`src/rtl/trees_feeder.sv`:
```
// Front-end for a decision-tree ensemble. It streams model node words into the trees,
// packs feature words into a vector, launches inference and returns the class result.
module trees_feeder #(
  parameter int unsigned N_TREES          = 16,
  parameter int unsigned N_NODE_AND_LEAFS = 256,
  parameter int unsigned N_FEATURE        = 32,
  localparam int unsigned TreeW = (N_TREES > 1) ? $clog2(N_TREES) : 1,
  localparam int unsigned NodeW = (N_NODE_AND_LEAFS > 1) ? $clog2(N_NODE_AND_LEAFS) : 1
) (
  input  logic                      clk,
  input  logic                      rst_n,
  input  logic                      cmd_load_model,
  input  logic                      s_valid,
  output logic                      s_ready,
  input  logic [63:0]               s_data,
  output logic                      load_trees,
  output logic [TreeW-1:0]          n_tree,
  output logic [NodeW-1:0]          n_node,
  output logic [63:0]               tree_nodes,
  output logic [N_FEATURE-1:0][31:0] features,
  output logic                      start,
  input  logic                      done,
  input  logic [7:0]                prediction,
  output logic                      m_valid,
  input  logic                      m_ready,
  output logic [7:0]                m_data,
  output logic                      busy
);

  localparam int unsigned FeatWords = N_FEATURE / 2;
  localparam int unsigned FeatCntW  = (FeatWords > 1) ? $clog2(FeatWords) : 1;

  typedef enum logic [2:0] {
    StIdle,
    StLoadModel,
    StLoadFeat,
    StStart,
    StWait,
    StOut
  } state_e;

  state_e                       state_q, state_d;
  logic [TreeW-1:0]             tree_cnt_q, tree_cnt_d;
  logic [NodeW-1:0]             node_cnt_q, node_cnt_d;
  logic [FeatCntW-1:0]          feat_cnt_q, feat_cnt_d;
  logic                         load_trees_q, load_trees_d;
  logic [TreeW-1:0]             n_tree_q, n_tree_d;
  logic [NodeW-1:0]             n_node_q, n_node_d;
  logic [63:0]                  tree_nodes_q, tree_nodes_d;
  logic [N_FEATURE-1:0][31:0]   features_q, features_d;
  logic                         m_valid_q, m_valid_d;
  logic [7:0]                   m_data_q, m_data_d;

  logic node_last, tree_last, feat_last;

  assign node_last = (node_cnt_q == NodeW'(N_NODE_AND_LEAFS - 1));
  assign tree_last = (tree_cnt_q == TreeW'(N_TREES - 1));
  assign feat_last = (feat_cnt_q == FeatCntW'(FeatWords - 1));

  always_comb begin
    state_d      = state_q;
    tree_cnt_d   = tree_cnt_q;
    node_cnt_d   = node_cnt_q;
    feat_cnt_d   = feat_cnt_q;
    load_trees_d = 1'b0;
    n_tree_d     = n_tree_q;
    n_node_d     = n_node_q;
    tree_nodes_d = tree_nodes_q;
    features_d   = features_q;
    m_valid_d    = m_valid_q;
    m_data_d     = m_data_q;

    unique case (state_q)
      StIdle: begin
        // The first feature word only wakes the FSM; it is consumed in StLoadFeat.
        if (cmd_load_model) begin
          state_d = StLoadModel;
        end else if (s_valid) begin
          state_d = StLoadFeat;
        end
      end
      StLoadModel: begin
        if (s_valid) begin
          load_trees_d = 1'b1;
          n_tree_d     = tree_cnt_q;
          n_node_d     = node_cnt_q;
          tree_nodes_d = s_data;
          if (node_last) begin
            node_cnt_d = '0;
            if (tree_last) begin
              tree_cnt_d = '0;
              state_d    = StIdle;
            end else begin
              tree_cnt_d = tree_cnt_q + 1'b1;
            end
          end else begin
            node_cnt_d = node_cnt_q + 1'b1;
          end
        end
      end
      StLoadFeat: begin
        if (s_valid) begin
          features_d[{feat_cnt_q, 1'b0}] = s_data[31:0];
          features_d[{feat_cnt_q, 1'b1}] = s_data[63:32];
          if (feat_last) begin
            feat_cnt_d = '0;
            state_d    = StStart;
          end else begin
            feat_cnt_d = feat_cnt_q + 1'b1;
          end
        end
      end
      StStart: begin
        state_d = StWait;
      end
      StWait: begin
        if (done) begin
          m_data_d  = prediction;
          m_valid_d = 1'b1;
          state_d   = StOut;
        end
      end
      StOut: begin
        if (m_ready) begin
          m_valid_d = 1'b0;
          state_d   = StIdle;
        end
      end
      default: begin
        state_d = StIdle;
      end
    endcase
  end

  always_ff @(posedge clk or negedge rst_n) begin
    if (!rst_n) begin
      state_q      <= StIdle;
      tree_cnt_q   <= '0;
      node_cnt_q   <= '0;
      feat_cnt_q   <= '0;
      load_trees_q <= 1'b0;
      n_tree_q     <= '0;
      n_node_q     <= '0;
      tree_nodes_q <= '0;
      features_q   <= '0;
      m_valid_q    <= 1'b0;
      m_data_q     <= '0;
    end else begin
      state_q      <= state_d;
      tree_cnt_q   <= tree_cnt_d;
      node_cnt_q   <= node_cnt_d;
      feat_cnt_q   <= feat_cnt_d;
      load_trees_q <= load_trees_d;
      n_tree_q     <= n_tree_d;
      n_node_q     <= n_node_d;
      tree_nodes_q <= tree_nodes_d;
      features_q   <= features_d;
      m_valid_q    <= m_valid_d;
      m_data_q     <= m_data_d;
    end
  end

  assign s_ready    = (state_q == StLoadModel) || (state_q == StLoadFeat);
  assign start      = (state_q == StStart);
  assign busy       = (state_q != StIdle);
  assign load_trees = load_trees_q;
  assign n_tree     = n_tree_q;
  assign n_node     = n_node_q;
  assign tree_nodes = tree_nodes_q;
  assign features   = features_q;
  assign m_valid    = m_valid_q;
  assign m_data     = m_data_q;

endmodule
```
`config.mk`:
```
export PLATFORM = sky130hd
export DESIGN_NAME = trees_feeder
export DESIGN_NICKNAME = d
export VERILOG_FILES = /design/src/rtl/trees_feeder.sv
export SDC_FILE = /design/constraint.sdc
export NUM_CORES = 1
export LEC_CHECK = 0
export CORE_AREA = 5 5 455 457
export CTS_BUF_LIST = sky130_fd_sc_hd__clkbuf_4 sky130_fd_sc_hd__clkbuf_8
export CTS_CLUSTER_DIAMETER = 150
export DETAILED_ROUTE_END_ITERATION = 16
export DIE_AREA = 0 0 460 462
export PLACE_DENSITY = 0.41
export SLEW_MARGIN = 20
export SYNTH_ARGS = -nofsm -noshare
export SYNTH_HDL_FRONTEND = slang
export SYNTH_SLANG_ARGS = --single-unit
```
`constraint.sdc`:
```
create_clock -name clk -period 2.4 [get_ports clk]
set_clock_uncertainty 0.1 [all_clocks]
set_input_delay 0.48 -clock clk [delete_from_list [all_inputs] [get_ports clk]]
set_output_delay 0.48 -clock clk [all_outputs]
set_load 0.01 [all_outputs]
```
==> flow_summary.json <==
{
  "synth_nets": 2777,
  "grt_max_degree": 98,
  "hpwl_um": 130000,
  "drv_slew": 0,
  "finalWirelength_um": 185000,
  "finalPower_mw": 47.1,
  "dr.pass1.iters": 5,
  "worstPathMaxFanout": 5,
  "yosysMostFrequentCell": "dfrtp_1",
  "yosys-top-cells-count": "dfrtp_1 (1129), mux2_2 (903), nand2_1 (245), mux2_1 (119), buf_2 (86)",
  "gp_congestion": 0.733,
  "grt_util_all_layers_pct": 17.0,
  "finalCritPeriodShare_pct": 102,
  "nFillCells": 20700,
  "placedCellCount": 6564,
  "syn2layout_area_growth_pct": 47.8,
  "portBuffers": 1190,
  "synth_area_per_cell_sq_um": 15.8,
  "hold_path.class": "input port to register",
  "holdWs_ns": 0.201,
  "dieHeight_um": 462,
  "rsz0062_at_grt": "true",
  "numCtsBuffers": 208,
  "syn_area_sq_um": 42500,
  "critPathKind": "register to primary output",
  "utilization_pct": 30.9,
  "drive_above_1_share_pct": 37.2,
  "layout.nets": 4203,
  "setup_violations": 5,
  "path_clk_slew_ns": 0.06,
  "pwr_density_cell_nw_per_um2": 750,
  "core.rowCount": 166,
  "drc": 0,
  "synth.top_cell.area_share_pct": 66.4,
  "die_x_um": 460,
  "tightest_slew_ns": 0.972,
  "critPathLaunchType": "register",
  "p_leak_nw": 34.7,
  "synth_top_cells_by_area": "dfrtp_1 (66%), mux2_2 (24%), mux2_1 (3.2%)",
  "clock-sinks": 1129,
  "failed_checks": "setup timing",
  "num_io_pins": 1191,
  "grt_overflow": 0,
  "cts_tree": "done",
  "ir_drop_uv": 491,
  "place_ws_ns": -0.470,
  "cap_violations": 0,
  "yosys.cell_types.count": 41,
  "yosys_warnings": 0,
  "htree_levels": 4,
  "grt_first_pass_wirelength_um": 255000,
  "clk_latency_ns": 0.96,
  "vias": 28300,
  "yosysSeqAreaShare_pct": 66.4,
  "setup_slack_ns": -0.0423,
  "drtIter0Drc": 1298,
  "synth_edf_count": 0,
  "cts_root_buffer": "clkbuf_8",
  "initial_core_util_pct": 20.9,
  "core_area_sq_um": 203000,
  "synth_flop_cell": "dfrtp_1",
  "final_antenna_net_count": 0,
  "cp.required_ns": 1.82,
  "status": "complete, but fails checks",
  "postSynth.asyncResetShare_pct": 100,
  "vias_per_cell": 4.07,
  "timing.fmax_mhz": 409,
  "slew_headroom_pct": 35.0,
  "finalNonFillerCells": 6960,
  "syn-instance-count": 2693,
  "wl_per_cell_um": 26.6,
  "antenna_found_initial": 14,
  "die_area_sq_um": 213000,
  "clockBufferDepth": 3,
  "worstPathArrival_ns": 1.86,
  "layout_min_cycle_time_ns": 2.44,
  "grt_pass1_vias": 30300,
  "yosys.area.top_type": "dfrtp_1",
  "endpoint_kind": "primary output",
  "ys_seq_elements": 1129,
  "hold_violations": 0
}
-- final timing paths --
kind	from	end	slack, ns	cells after the start
max	state_q[1]	busy	-0.04	4
min	s_data[16]	tree_nodes[16]	0.20	4
max reg2reg	state_q[2]	features[596]	-0.01	8
min reg2reg	tree_nodes[55]	tree_nodes[55]	0.37	2
max in group asynchronous	rst_n	features[856]	0.51	4
min in group asynchronous	rst_n	features[727]	0.61	4
-- registers in the layout, indices dropped and copies added (netlist names) --
signal      count
n_node          8
m_valid         1
feat_cnt_q      4
tree_nodes     64
tree_cnt_q      4
features     1024
node_cnt_q      8
load_trees      1
n_tree          4
m_data          8
state_q         3
-- worst max-delay path, stage by stage (launching register included) --
cell and delay, ns:
dfrtp_1 0.38, buf_6 0.14, nor2_4 0.13, nand2_4 0.11, buf_6 0.15
-- where the power goes --
group | internal, mW | switching, mW
clock | 10.7 | 8.53
combinational | 2.75 | 4.11
sequential | 20.4 | 0.725
-- cell usage in the layout, fill, tap and decap left out, types with 67 or more instances in the layout --
master and instances:
buf_12 67, buf_4 129, clkbuf_4 93, clkbuf_8 243
clkdlybuf4s15_1 295, clkdlybuf4s15_2 82, clkdlybuf4s50_1 75, dfrtp_1 1128
dlygate4sd2_1 729, mux2_1 119, mux2_2 903, nand2_1 243
-- logic make-up after synthesis --
family,count (synthesis),synth area share [%]
AO/OA/AOI/OAI,25,0.359
XOR/XNOR,8,0.165
adder cells (fa/ha/maj),6,0.177
buffers and inverters,197,2.34
flip-flops,1129,66.4
multiplexers,1033,27.4
AND/OR/NAND/NOR,295,3.07
-- stage by stage --
stage               TNS, ns  instance area, sq um
floorplan                 0                 42500
global placement    -399.07                 59100
detailed placement  -402.52                 59100
CTS                  -0.673                 62800
global route          -6.00                 62900
finish              -0.0662                 62900
-- routing by layer --
| layer | GRT usage [%] | vias to the layer above | wire [um] |
|---|---|---|---|
| li1 | - | 12200 | - |
| met1 | 20.2 | 14800 | 74900 |
| met2 | 28.1 | 985 | 88700 |
| met3 | 6.82 | 270 | 16400 |
| met4 | 5.40 | 6 | 5450 |
| met5 | 0 | - | 43 |
-- cell type report --
cell class                 count  area (sq um)  share of cell area, %
sequential                  1129         28300                   44.9
timing repair buffer        1406         13600                   21.6
multi-input combinational   1367         13300                   21.2
clock buffer                 336          4040                   6.43
tap                         2688          3360                   5.35
clock inverter                21           209                  0.332
inverter                       7          28.8                 0.0458
antenna                        6          15.0                 0.0239
-- timing repair --
action,CTS,global route
buffers inserted,13,3
endpoints found under the hold margin,1142,0
hold buffers,17,0
gates resized for setup,1609,2
pin swaps,4,3
endpoints found under the setup margin,1113,161
gates cloned,0,0
Power figures use the tool's default switching activity.
